==> config.mk <==
export PLATFORM = sky130hd
export DESIGN_NAME = aes_round_ctrl_flat
export DESIGN_NICKNAME = d
export VERILOG_FILES = /design/src/rtl/aes_pkg.sv /design/src/rtl/aes_round_ctrl_if.sv /design/src/rtl/aes_round_counter.sv /design/src/rtl/aes_round_ctrl.sv /design/src/flat_wrapper.sv
export SDC_FILE = /design/constraint.sdc
export NUM_CORES = 1
export LEC_CHECK = 0
export ABC_CLOCK_PERIOD_IN_PS = 1600
export CAP_MARGIN = 20
export CORE_AREA = 2 2 39 41
export CTS_CLUSTER_SIZE = 12
export DETAILED_ROUTE_END_ITERATION = 8
export DIE_AREA = 0 0 41 43
export SYNTH_ARGS = -nofsm -noshare
export SYNTH_HDL_FRONTEND = slang
export SYNTH_SLANG_ARGS = --single-unit
==> constraint.sdc <==
create_clock -name clk -period 1.6 [get_ports clk]
set_clock_uncertainty 0.15 [all_clocks]
set_input_delay 0.24 -clock clk [delete_from_list [all_inputs] [get_ports clk]]
set_output_delay 0.24 -clock clk [all_outputs]
set_load 0.1 [all_outputs]
==> src/rtl/aes_pkg.sv <==
// Shared types and constants for the AES round controller.
package aes_pkg;

    // Round counts for the three AES key sizes.
    localparam int NR_128 = 10;
    localparam int NR_192 = 12;
    localparam int NR_256 = 14;

    // Width of the round index; wide enough to hold 14.
    localparam int ROUND_W = 4;

    // Controller sequencing states.
    typedef enum logic [2:0] {
        IDLE,
        INIT,
        ROUND,
        FINAL,
        DONE
    } aes_state_e;

endpackage

==> src/rtl/aes_round_ctrl_if.sv <==
// Handshake and datapath-control bundle between the round controller and its environment.
interface aes_round_ctrl_if;
    import aes_pkg::*;

    logic               in_valid;
    logic               in_ready;
    logic               out_valid;
    logic               out_ready;
    logic               sel;
    logic               state_en;
    logic               key_load;
    logic               key_step;
    logic               last_round;
    logic [ROUND_W-1:0] round;
    logic               busy;

    // Controller side: consumes the handshakes, drives all datapath controls.
    modport master (
        input  in_valid, out_ready,
        output in_ready, out_valid, sel, state_en, key_load, key_step,
               last_round, round, busy
    );

    // Environment side: upstream/downstream plus the datapath being steered.
    modport slave (
        output in_valid, out_ready,
        input  in_ready, out_valid, sel, state_en, key_load, key_step,
               last_round, round, busy
    );

endinterface

==> src/rtl/aes_round_counter.sv <==
// Round index counter: clears to 0, counts up one per inc, saturates at NR.
module aes_round_counter
    import aes_pkg::*;
#(
    parameter int NR = NR_128
) (
    input  logic               clk,
    input  logic               rst,
    input  logic               clr,
    input  logic               inc,
    output logic [ROUND_W-1:0] round,
    output logic               is_penult
);

    localparam logic [ROUND_W-1:0] LAST   = ROUND_W'(NR);
    localparam logic [ROUND_W-1:0] PENULT = ROUND_W'(NR - 1);

    logic [ROUND_W-1:0] round_q, round_d;

    // Next round index; clear wins over increment, and the count never passes NR.
    always_comb begin
        round_d = round_q;
        if (clr) begin
            round_d = '0;
        end else if (inc && (round_q != LAST)) begin
            round_d = round_q + 1'b1;
        end
    end

    // Round index register.
    always_ff @(posedge clk) begin
        if (rst) begin
            round_q <= '0;
        end else begin
            round_q <= round_d;
        end
    end

    assign round     = round_q;
    assign is_penult = (round_q == PENULT);

endmodule

==> src/rtl/aes_round_ctrl.sv <==
// Iterative AES round sequencer: initial AddRoundKey, NR-1 full rounds, final round, hold result.
module aes_round_ctrl
    import aes_pkg::*;
#(
    parameter int NR = NR_128
) (
    input  logic              clk,
    input  logic              rst,
    aes_round_ctrl_if.master  bus
);

    // Only the three standard AES round counts are meaningful.
    if (!(NR == NR_128 || NR == NR_192 || NR == NR_256)) begin : g_bad_nr
        $error("aes_round_ctrl: NR must be 10, 12 or 14");
    end

    aes_state_e         state_q, state_d;
    logic               cnt_clr, cnt_inc, is_penult;
    logic [ROUND_W-1:0] round_w;

    aes_round_counter #(.NR(NR)) u_cnt (
        .clk       (clk),
        .rst       (rst),
        .clr       (cnt_clr),
        .inc       (cnt_inc),
        .round     (round_w),
        .is_penult (is_penult)
    );

    // State register.
    always_ff @(posedge clk) begin
        if (rst) begin
            state_q <= IDLE;
        end else begin
            state_q <= state_d;
        end
    end

    // Next-state and datapath control decode; everything idles low unless a state raises it.
    always_comb begin
        state_d         = state_q;
        cnt_clr         = 1'b0;
        cnt_inc         = 1'b0;
        bus.in_ready    = 1'b0;
        bus.out_valid   = 1'b0;
        bus.sel         = 1'b0;
        bus.state_en    = 1'b0;
        bus.key_load    = 1'b0;
        bus.key_step    = 1'b0;
        bus.last_round  = 1'b0;
        unique case (state_q)
            IDLE: begin
                bus.in_ready = 1'b1;
                if (bus.in_valid) begin
                    bus.key_load = 1'b1;
                    cnt_clr      = 1'b1;
                    state_d      = INIT;
                end
            end
            INIT: begin
                // Plaintext XOR key0 through the external mux leg.
                bus.state_en = 1'b1;
                bus.key_step = 1'b1;
                cnt_inc      = 1'b1;
                state_d      = ROUND;
            end
            ROUND: begin
                bus.sel      = 1'b1;
                bus.state_en = 1'b1;
                bus.key_step = 1'b1;
                cnt_inc      = 1'b1;
                if (is_penult) begin
                    state_d = FINAL;
                end
            end
            FINAL: begin
                // Last key already in place, so the schedule does not advance.
                bus.sel        = 1'b1;
                bus.state_en   = 1'b1;
                bus.last_round = 1'b1;
                state_d        = DONE;
            end
            DONE: begin
                bus.out_valid = 1'b1;
                if (bus.out_ready) begin
                    cnt_clr = 1'b1;
                    state_d = IDLE;
                end
            end
            default: state_d = IDLE;
        endcase
    end

    assign bus.round = round_w;
    assign bus.busy  = (state_q != IDLE);

endmodule

==> src/flat_wrapper.sv <==
// flat-port wrapper written by rule: the top's interface ports become plain ports
module aes_round_ctrl_flat import aes_pkg::*;
#(
    parameter int NR = NR_128
)
  (clk, rst, bus_in_valid, bus_out_ready, bus_in_ready, bus_out_valid, bus_sel, bus_state_en, bus_key_load, bus_key_step, bus_last_round, bus_round, bus_busy);
  aes_round_ctrl_if bus_i ();
  input  logic clk;
  input  logic rst;
  input wire logic [$bits(bus_i.in_valid)-1:0] bus_in_valid;
  input wire logic [$bits(bus_i.out_ready)-1:0] bus_out_ready;
  output wire logic [$bits(bus_i.in_ready)-1:0] bus_in_ready;
  output wire logic [$bits(bus_i.out_valid)-1:0] bus_out_valid;
  output wire logic [$bits(bus_i.sel)-1:0] bus_sel;
  output wire logic [$bits(bus_i.state_en)-1:0] bus_state_en;
  output wire logic [$bits(bus_i.key_load)-1:0] bus_key_load;
  output wire logic [$bits(bus_i.key_step)-1:0] bus_key_step;
  output wire logic [$bits(bus_i.last_round)-1:0] bus_last_round;
  output wire logic [$bits(bus_i.round)-1:0] bus_round;
  output wire logic [$bits(bus_i.busy)-1:0] bus_busy;
  assign bus_i.in_valid = bus_in_valid;
  assign bus_i.out_ready = bus_out_ready;
  assign bus_in_ready = bus_i.in_ready;
  assign bus_out_valid = bus_i.out_valid;
  assign bus_sel = bus_i.sel;
  assign bus_state_en = bus_i.state_en;
  assign bus_key_load = bus_i.key_load;
  assign bus_key_step = bus_i.key_step;
  assign bus_last_round = bus_i.last_round;
  assign bus_round = bus_i.round;
  assign bus_busy = bus_i.busy;
  aes_round_ctrl #(.NR(NR)) u_core (.clk(clk), .rst(rst), .bus(bus_i));
endmodule
==> results of run 1 <==
[per-stage QoR]
step / total power [mW] / TNS [ps]
after floorplan: 0.510 / -636
after global placement: 0.683 / 0
after detailed placement: 0.685 / 0
after CTS: 0.872 / -223
after global routing: 0.893 / -225
final: 0.862 / -87.8
[worst paths after layout]
check,to,slack [ps],cells past startpoint
max,bus_busy,-40,4
min,u_core.state_q[0]$_SDFFE_PP0P_,360,1
max reg2reg,u_core.u_cnt.round[1]$_SDFFE_PP0P_,170,5
min reg2reg,u_core.state_q[0]$_SDFFE_PP0P_,360,1
[cell type report]
| cell class | instances | area (sq um) |
|---|---|---|
| multi-input combinational | 38 | 307 |
| tap | 16 | 20.0 |
| clock buffer | 4 | 26.3 |
| sequential | 7 | 161 |
| inverter | 5 | 18.8 |
| timing repair buffer | 22 | 323 |
| fill | 112 | 528 |
[per-layer routing]
layer / track usage / vias to the layer above / wire, um
li1: - / 234 / -
met1: 0.208 / 218 / 514
met2: 0.219 / 22 / 534
met3: 0.0366 / 6 / 68
met4: 0.160 / 0 / 50
met5: 0 / - / 0
[report_power, final]
group	internal, mW	switching (mW)	leakage (nW)
sequential	0.186	0.0222	0.0616
combinational	0.183	0.308	0.274
clock	0.0954	0.0681	0.0150
[cell usage in the layout (no fill, tap or decap), drive strengths merged, types with 2 or more instances in the layout]
cell type      count
a31oi              2
nand4              2
ha                 3
buf               19
a21oi              2
nor2               7
nor2b              2
clkdlybuf4s50      3
o21ai              2
clkbuf             4
inv                5
mux2i              2
dfxtp              7
[what timing repair did]
action,in CTS,in global routing
gates resized for setup,7,2
endpoints found under the setup margin,8,5
pin swaps,2,1
buffers inserted,2,0
[flip-flops by register name (all words and copies together) (netlist names)]
name and flops:
u_core.u_cnt.round 4, u_core.state_q 3
[kinds of logic (layout without fill, tap and decap cells)]
group                    count (synthesis)  count (layout)  share of synthesized area
multiplexers                             2               2                     0.0461
adder cells (fa/ha/maj)                  3               3                     0.0865
flip-flops                               7               7                      0.323
buffers and inverters                    7              31                     0.0720
XOR/XNOR                                 2               2                     0.0404
AND/OR/NAND/NOR                         20              20                      0.262
AO/OA/AOI/OAI                           11              11                      0.170
==> metrics.md, run 1 <==
| Metric | Value |
|---|---|
| Status | complete, but fails checks |
| Violated checks | setup timing |
| Post-CTS Hold Buffers | 0 |
| Remaining DRCs | 0 |
| Tcrit/Tclk final | 1.03 |
| GPL Wtd Cong | between 0.8 and 0.9 |
| Clk_lat worst skew | 250 ps |
| Ys async rst share | 0 |
| RSZ-0062 raised after global routing | yes |
| WS Path Type | flip-flop to output port |
| Placed insts | 86 |
| Syn. warnings | 0 |
| Ant. Diodes | 0 |
| Critical Path, Cell by Cell | or2_4 > nor2_4 > inv_2 > buf_12 |
| Die Ht | between 40 and 50 um |
| Req. time, crit path | approximately 1200 ps |
| Placed instance area | about 800 sq um |
| Clk buf depth | 2 |
| Final WL | 1.17 mm |
| Max-slew violation count | 0 |
| Crit-path slowest cell | dfxtp_4 |
| Max H-tree Level | 1 |
| Cell area after synthesis | between 400 and 500 sq um |
| Top area cells in the synthesized netlist | dfxtp_1 32%, ha_1 8.6%, nor2_1 6.1%, mux2i_1 4.6%, inv_1 4.3% |
| Critical R2R Launch | u_core.u_cnt.round[0]$_SDFFE_PP0P_ |
| Die X-Extent | roughly 41 um |
| PD cells | 1010 nW/um^2 |
| EDFF count, synth | 0 |
| Max Cap Viol | 0 |
| Ports | 16 |
| First-pass GRT wire length | around 1.9 mm |
| Pin count of the biggest net entering global routing | 9 |
| DR vias | 480 |
| Crit. End Element | output port |
| Worst min-delay path class | flip-flop to flip-flop |
| Initial core utilization | 0.314 |
| Worst Hold Launch | u_core.state_q[0]$_SDFFE_PP0P_ |
| Slew @ Worst Pin | 364 ps |
| Max FO, Critical Path | 6 |
| Register area share after synthesis | 0.323 |
| Initial antenna violation count | 0 |
| Dpl ws | about 78 ps |
| GRT Total Usage | 0.166 |
| Post-Syn Nets | 59 |
| Total grt overflow | 0 |
| Netlist cell types | 28 |
| Setup-failing EPs final | 3 |
| Setup ws final | -42.5 ps |
| Starting DRT DRC Count | 12 |
| CP max stage delay | about 360 ps |
| Cells after synthesis | between 50 and 60 |
| CP bufs+invs | 2 |
| Crit path arrival time | 1250 ps |
| Clock root cell | clkbuf_4 |
| Count of input and output buffers | 15 |
| DP HPWL | around 850 um |
| Hold Fails Final Rpt | 0 |
| Dominant synthesized flop cell | dfxtp_1 |
| Post-synth top area share | 0.323 |
| Num rows | 14 |
| #FFs+latches synth | 7 |
| Num CTS Buffers | 3 |
| DR vias/cell | 5.22 |
| Max rail drop VDD | around 470 uV |
| Nets@finish | 84 |
| WL/cell | roughly 13 um |
| CP Launch Type | flip-flop |
| Post-synth top cells | 7 x dfxtp_1, 7 x nor2_1, 5 x inv_1 |
| CTS clk-pin slew, worst paths | approximately 50 ps |
| Area delta synth->final | 97.1% |
| Clock sink count | 7 |
| Largest delay contributor family on the critical path | simple AND/OR/NAND/NOR gates |
| Antenna Nets Post-Route | 0 |
| Core Area | between 1000 and 1500 sq um |
| Synth area leader | dfxtp_1 |
| Final instance area | about 860 sq um |
| Synthesized area per cell | between 8 and 9 sq um |
| Die footprint | roughly 1800 sq um |
| Vias in the first global route | ~460 |
| Crit path from | u_core.state_q[1]$_SDFFE_PP0P_ |
| Final Critical Period | approximately 1600 ps |
| Layout cells sized above 1 | 0.539 |
| Non-Filler Instances | 92 |
| Final core occ | 0.618 |
| Pre-antenna DRT Iters | 4 |
| Max Clock Freq | between 600 and 700 MHz |
| Slew margin rel. | 0.751 |
| WHS | 355 ps |
| CTS tree | built |
| Leak | between 0.3 and 0.4 nW |
(Power assumes the default switching activity.)
==> inputs of run 2 (changes only) <==
- PLACE_DENSITY: default -> 0.65
==> run 2 against run 1 <==
The run still ends with setup timing left; cell count grew 1.1%; sequential power is essentially flat; clock power is essentially flat; non-clock buffer count grew 1; global-route usage shrank 1.1 points; power grew 0.65%; fmax grew 0.86%; routed wire length shrank 2.3%; sequential share of layout area shrank 0.53 points; setup slack gained 14 ps; largest power group unchanged; highest routed layer unchanged.
==> metrics.md, run 2 (synthesized netlist as in run 1, its figures left out) <==
| Metric | Value |
|---|---|
| Most frequent cells in the layout | 12 x buf_12, 8 x buf_4, 4 x nor2_4, 4 x dfxtp_4 |
| Core Area | 1380 sq um (unchanged) |
| Reg2Reg Capture Point | u_core.u_cnt.round[3]$_SDFFE_PP0P_ |
| Area delta synth->final | 99.7% |
| CTS tree | built |
| Worst min-delay path class | flip-flop to flip-flop |
| Ant. Diodes | 0 (unchanged) |
| Vias in the first global route | 450 (-1.1%) |
| PD cells | 1000 nW/um^2 (-0.66%) |
| Die X-Extent | 41 um (unchanged) |
| Max Clock Freq | 614 MHz (+0.86%) |
| WS Path Type | flip-flop to output port |
| Slew margin rel. | 0.785 (+0.0340) |
| Req. time, crit path | 1210 ps (about the same) |
| Crit path capture | bus_busy |
| Worst reg2reg setup slack | 180 ps (about the same) |
| Final core occ | 0.627 (+0.00814) |
| Filler instances | 112 (unchanged) |
| Grt met3 use | 0.0314 (-0.00524) |
| Status | complete, but fails checks |
| Crit path arrival time | 1240 ps (about the same) |
| DR vias/cell | 4.99 (-4.4%) |
| Hold Fails Final Rpt | 0 (unchanged) |
| GR Util met1 | 0.206 (-0.00268) |
| Final Critical Period | 1630 ps (-13.9 ps) |
| Critical R2R Launch | u_core.state_q[2]$_SDFFE_PP0P_ |
| Die footprint | 1760 sq um (unchanged) |
| Slew @ Worst Pin | 314 ps (-49.8 ps) |
| Switching Fraction | 0.458 (-0.00416) |
| GRT Max-Usage Layer | met2 |
| Count of input and output buffers | 15 (unchanged) |
| Post-CTS Hold Buffers | 0 (unchanged) |
| Max Cap Viol | 0 (unchanged) |
| Clk buf depth | 2 (unchanged) |
| Starting DRT DRC Count | 3 (-9) |
| Clock sink count | 7 (unchanged) |
| Clock root cell | clkbuf_4 |
| Setup ws final | -28.6 ps (+13.9 ps) |
| CP Launch Type | flip-flop |
| Pin count of the biggest net entering global routing | 8 (-1) |
| Num rows | 14 (unchanged) |
| Max H-tree Level | 1 (unchanged) |
| Max reg flops | 4 (unchanged) |
| Psw | 397 uW (-0.26%) |
| Combinational Power Share | 0.573 (+0.004) |
| Setup-failing EPs final | 3 (unchanged) |
| DR vias | 464 (-3.3%) |
| RSZ-0062 raised after global routing | yes |
| Sequential share of power | 0.240 (about the same) |
| Initial antenna violation count | 0 (unchanged) |
| Placed instance area | 796 sq um (unchanged) |
| WL/cell | 12.3 um (-3.4%) |
| Ports | 16 (unchanged) |
| Tcrit/Tclk final | 1.02 (-0.00871) |
| Final WL | 1.14 mm (-2.3%) |
| Crit. End Element | output port |
| Die Ht | 43 um (unchanged) |
| Leak | 0.356 nW (+1.6%) |
| Clk_lat worst skew | 250 ps (about the same) |
| Layout cells sized above 1 | 0.558 (+0.0190) |
| CTS clk-pin slew, worst paths | 50 ps (about the same) |
| Clk pwr share | 0.187 (-0.003) |
| Initial core utilization | 0.314 (unchanged) |
| GPL Wtd Cong | 0.727 (-11%) |
| Num CTS Buffers | 3 (unchanged) |
| Reg2Reg Depth | 3 (-2) |
| Commonest non-fill, non-tap cell in the layout | buf_12 |
| P_int | 471 uW (+1.4%) |
| Crit path from | u_core.state_q[1]$_SDFFE_PP0P_ |
| Max-slew violation count | 0 (unchanged) |
| DP HPWL | 855 um (+0.84%) |
| Met2 usage | 0.219 (unchanged) |
| Antenna Nets Post-Route | 0 (unchanged) |
| Total grt overflow | 0 (unchanged) |
| Final instance area | 867 sq um (+1.3%) |
| GRT Total Usage | 0.156 (-0.0107) |
| Violated checks | setup timing |
| Max FO, Critical Path | 4 (-2) |
| Remaining DRCs | 0 (unchanged) |
| Nets@finish | 85 (+1.2%) |
| Pre-antenna DRT Iters | 4 (unchanged) |
| Max rail drop VDD | 630 uV (+34%) |
| First-pass GRT wire length | 1.84 mm (-4.7%) |
run 2: how the worst min path moves through the flow:
stage / to / slack [ps] / cells past startpoint / startpoint
final: u_core.state_q[0]$_SDFFE_PP0P_ / 350 / 1 / u_core.state_q[0]$_SDFFE_PP0P_
after global routing: u_core.u_cnt.round[3]$_SDFFE_PP0P_ / 380 / 2 / u_core.u_cnt.round[3]$_SDFFE_PP0P_
after CTS: u_core.state_q[0]$_SDFFE_PP0P_ / 350 / 1 / u_core.state_q[0]$_SDFFE_PP0P_
after floorplan: u_core.state_q[2]$_SDFFE_PP0P_ / 160 / 1 / rst
after global placement: u_core.u_cnt.round[3]$_SDFFE_PP0P_ / 350 / 2 / u_core.u_cnt.round[3]$_SDFFE_PP0P_
after detailed placement: u_core.u_cnt.round[3]$_SDFFE_PP0P_ / 350 / 2 / u_core.u_cnt.round[3]$_SDFFE_PP0P_
run 2: area by class of cell:
class / count / area (sq um) / share of cell area
Tap cell: 16 / 20.0 / 0.0231
Sequential cell: 7 / 159 / 0.183
Inverter: 5 / 18.8 / 0.0216
Multi-Input combinational cell: 38 / 313 / 0.361
Clock buffer: 4 / 26.3 / 0.0303
Timing Repair Buffer: 23 / 330 / 0.381
run 2: power groups by stage:
stage	Sequential (mW)	Combinational (mW)	Clock [mW]
after floorplan	0.241	0.269	0
after global placement	0.212	0.469	0
after detailed placement	0.213	0.472	0
after CTS	0.209	0.500	0.168
after global routing	0.211	0.515	0.182
final	0.209	0.497	0.162
run 2: per-stage QoR:
stage | std cells | TNS (ps) | setup WS [ps] | power (mW) | hold slack [ps]
after floorplan | 52 | -636 | -545 | 0.510 | 162
after detailed placement | 86 | 0 | 78.8 | 0.686 | 351
after CTS | 93 | -145 | -63.3 | 0.876 | 353
final | 93 | -49.6 | -28.6 | 0.868 | 352
after global routing | 93 | -249 | -72.5 | 0.908 | 384
after global placement | 86 | 0 | 84.5 | 0.682 | 350
run 2: layer usage:
layer | routed length, um | share of wire
met4 | 25 | 0.022
met5 | 0 | 0
met2 | 529 | 0.46
met1 | 533 | 0.47
met3 | 52 | 0.046
run 2: repair_timing:
item	4_1_cts	5_1_grt
gates resized for setup	9	1
setup endpoints to repair	7	6
pin swaps	2	1
cloned	0	0
buffers inserted	3	0
run 2: worst max-delay path, cell delays in order (launching register included):
cell	delay [ps]
dfxtp_4	360
or2_4	280
nor2_4	130
inv_2	60
buf_12	160
==> inputs of run 3 (changes only) <==
- CTS_CLUSTER_SIZE: 12 -> default
- REMOVE_ABC_BUFFERS: default -> 1
==> run 3 against run 2 <==
The run still ends with setup timing left; largest power group unchanged; register-to-register slack got worse by 60 ps; non-clock buffer count grew 2; fmax is 1.4% lower; power grew 1.1%; critical path type unchanged; first-iteration DRC count decreased by 100%; routed wire length increased by 3.7%; count of clock-buffer cells in the layout did not move; setup slack got worse by 23 ps; die area is the same; sequential share of layout area shrank 1.2 points; via count up 4.3%; combinational power grew 1%.
==> metrics.md, run 3 (synthesized netlist as in run 1, its figures left out) <==
| Metric | Value |
|---|---|
| Status | complete, but fails checks |
| Violated checks | setup timing |
| Count of input and output buffers | 15 (unchanged) |
| Filler instances | 110 (-1.8%) |
| Hold Fails Final Rpt | 0 (unchanged) |
| P_int | 477 uW (+1.4%) |
| Crit. End Element | output port |
| Initial antenna violation count | 0 (unchanged) |
| Pwr Total | 878 uW (+1.1%) |
| Tcrit/Tclk final | 1.03 (+0.0145) |
| Critical R2R Launch | u_core.state_q[1]$_SDFFE_PP0P_ |
| Met2 usage | 0.281 (+0.0625) |
| Leak | 0.367 nW (+3.0%) |
| Max Clock Freq | 605 MHz (-1.4%) |
| CP Launch Type | flip-flop |
| Crit path arrival time | 1260 ps (+20 ps) |
| Reg2Reg Capture Point | u_core.u_cnt.round[1]$_SDFFE_PP0P_ |
| Most frequent cells in the layout | 12 x buf_12, 8 x buf_4, 5 x inv_1, 4 x dfxtp_1 |
| CTS tree | built |
| Initial core utilization | 0.314 (unchanged) |
| Setup ws final | -51.8 ps (-23.3 ps) |
| Sequential share of power | 0.233 (-0.007) |
| Final WL | 1.18 mm (+3.7%) |
| DR vias | 484 (+4.3%) |
| Max rail drop VDD | 519 uV (-18%) |
| WL/cell | 12.4 um (+1.5%) |
| Clk pwr share | 0.192 (+0.005) |
| Die X-Extent | 41 um (unchanged) |
| Max reg flops | 4 (unchanged) |
| GR Util met1 | 0.181 (-0.0251) |
| Die Ht | 43 um (unchanged) |
| Worst reg2reg setup slack | 120 ps (-60 ps) |
| Register Area | 149 sq um (-6.3%) |
| Slew @ Worst Pin | 365 ps (+50.6 ps) |
| Post-CTS Hold Buffers | 0 (unchanged) |
| Ports | 16 (unchanged) |
| Worst Hold Launch | u_core.u_cnt.round[3]$_SDFFE_PP0P_ |
| Psw | 401 uW (+0.87%) |
| Clock sink count | 7 (unchanged) |
| Core Area | 1380 sq um (unchanged) |
| Setup TNS | -154 ps (-105 ps) |
| Area delta synth->final | 99.7% (unchanged) |
| Reg2Reg Depth | 5 (+2) |
| Vias in the first global route | 464 (+3.1%) |
| Die footprint | 1760 sq um (unchanged) |
| Setup-failing EPs final | 4 (+1) |
| Hold path cells | 2 (+1) |
| Antenna Nets Post-Route | 0 (unchanged) |
| Slew margin rel. | 0.750 (-0.0346) |
| Num CTS Buffers | 3 (unchanged) |
| Ant. Diodes | 0 (unchanged) |
| DP HPWL | 834 um (-2.5%) |
| Num rows | 14 (unchanged) |
| Worst Hold Path EP | u_core.u_cnt.round[3]$_SDFFE_PP0P_ |
| Max-slew violation count | 0 (unchanged) |
| Clk_lat worst skew | 260 ps (about the same) |
| Total grt overflow | 0 (unchanged) |
| Pin count of the biggest net entering global routing | 8 (unchanged) |
| Max H-tree Level | 1 (unchanged) |
| Req. time, crit path | 1210 ps (about the same) |
| Switching Fraction | 0.456 (-0.00124) |
| First-pass GRT wire length | 2.01 mm (+9.0%) |
| Combinational Power Share | 0.575 (+0.002) |
| Clk buf depth | 2 (unchanged) |
| WS Path Type | flip-flop to output port |
| Clock root cell | clkbuf_4 |
| Max Cap Viol | 0 (unchanged) |
| Area of the multi-input gates | 300 sq um (-4.0%) |
| Max FO, Critical Path | 4 (unchanged) |
| CTS clk-pin slew, worst paths | 50 ps (about the same) |
| GRT Max-Usage Layer | met2 |
| WHS | 402 ps (+49.9 ps) |
| Layout cells sized above 1 | 0.481 (-0.0774) |
| DR vias/cell | 5.09 (+2.1%) |
| Remaining DRCs | 0 (unchanged) |
| GPL Wtd Cong | 0.705 (-2.9%) |
| Worst min-delay path class | flip-flop to flip-flop |
| GRT Total Usage | 0.176 (+0.0203) |
| Nets@finish | 87 (+2.4%) |
| RSZ-0062 raised after global routing | yes |
| Pre-antenna DRT Iters | 1 (-3) |
| Grt met3 use | 0.0419 (+0.0105) |
| Starting DRT DRC Count | 0 (-3) |
| Dpl ws | 70.8 ps (-7.98 ps) |
| Final Critical Period | 1650 ps (+23.3 ps) |
| Final core occ | 0.627 (unchanged) |
| PD cells | 1010 nW/um^2 (+1.1%) |
| Commonest non-fill, non-tap cell in the layout | buf_12 |
## run 3: changes by cell type in the layout (fill, tap and decap cells not counted)
| cell | delta |
|---|---|
| dfxtp_1 | +4 |
| buf_6 | +2 |
| dfxtp_2 | -2 |
| dfxtp_4 | -2 |
| inv_1 | +2 |
| inv_2 | -2 |
| nor2_4 | -2 |
| nor2_1 | +1 |
| nor2_2 | +1 |
## run 3: power by group through the flow
| stage | logic, mW | clock network (mW) | registers [mW] |
|---|---|---|---|
| finish | 0.504 | 0.169 | 0.205 |
| detailed placement | 0.456 | 0 | 0.206 |
| global placement | 0.453 | 0 | 0.205 |
| global route | 0.524 | 0.181 | 0.206 |
| floorplan | 0.241 | 0 | 0.244 |
| CTS | 0.486 | 0.172 | 0.203 |
## run 3: worst max-delay path: stages, from the launching register on
cell,delay [ps]
dfxtp_4,360
or2_4,280
nor2_2,160
buf_12,200
## run 3: final cells by class
cell class / instances / area share
timing repair buffer: 25 / 0.407
multi-input combinational: 38 / 0.346
sequential: 7 / 0.172
clock buffer: 4 / 0.0303
tap: 16 / 0.0231
inverter: 5 / 0.0216
## run 3: through the flow
| step | std cells | cell area [sq um] |
|---|---|---|
| finish | 95 | 867 |
| global route | 95 | 867 |
| CTS | 92 | 828 |
| detailed placement | 86 | 749 |
| global placement | 86 | 749 |
| floorplan | 50 | 422 |
## run 3: routing by layer
metal / vias up / share of wire
met5: - / 0
met4: 0 / 0.043
met3: 5 / 0.036
met2: 15 / 0.53
met1: 224 / 0.39
li1: 240 / -
## run 3: worst max-delay path by stage
stage	from	end	slack [ps]	depth (start not counted)
3_3_place_gp	u_core.state_q[0]$_SDFFE_PP0P_	bus_in_ready	90	4
6_report	u_core.state_q[0]$_SDFFE_PP0P_	bus_out_valid	-50	3
4_1_cts	u_core.state_q[0]$_SDFFE_PP0P_	bus_in_ready	-30	4
3_5_place_dp	bus_in_valid	bus_key_load	70	3
2_1_floorplan	u_core.state_q[0]$_SDFFE_PP0P_	bus_busy	-1680	3
5_1_grt	u_core.state_q[1]$_SDFFE_PP0P_	bus_key_load	-80	4
## run 3: what timing repair did
action	in CTS	in global routing
pin swaps	1	2
resized for setup	13	4
endpoints found under the setup margin	7	8
setup buffers	2	3
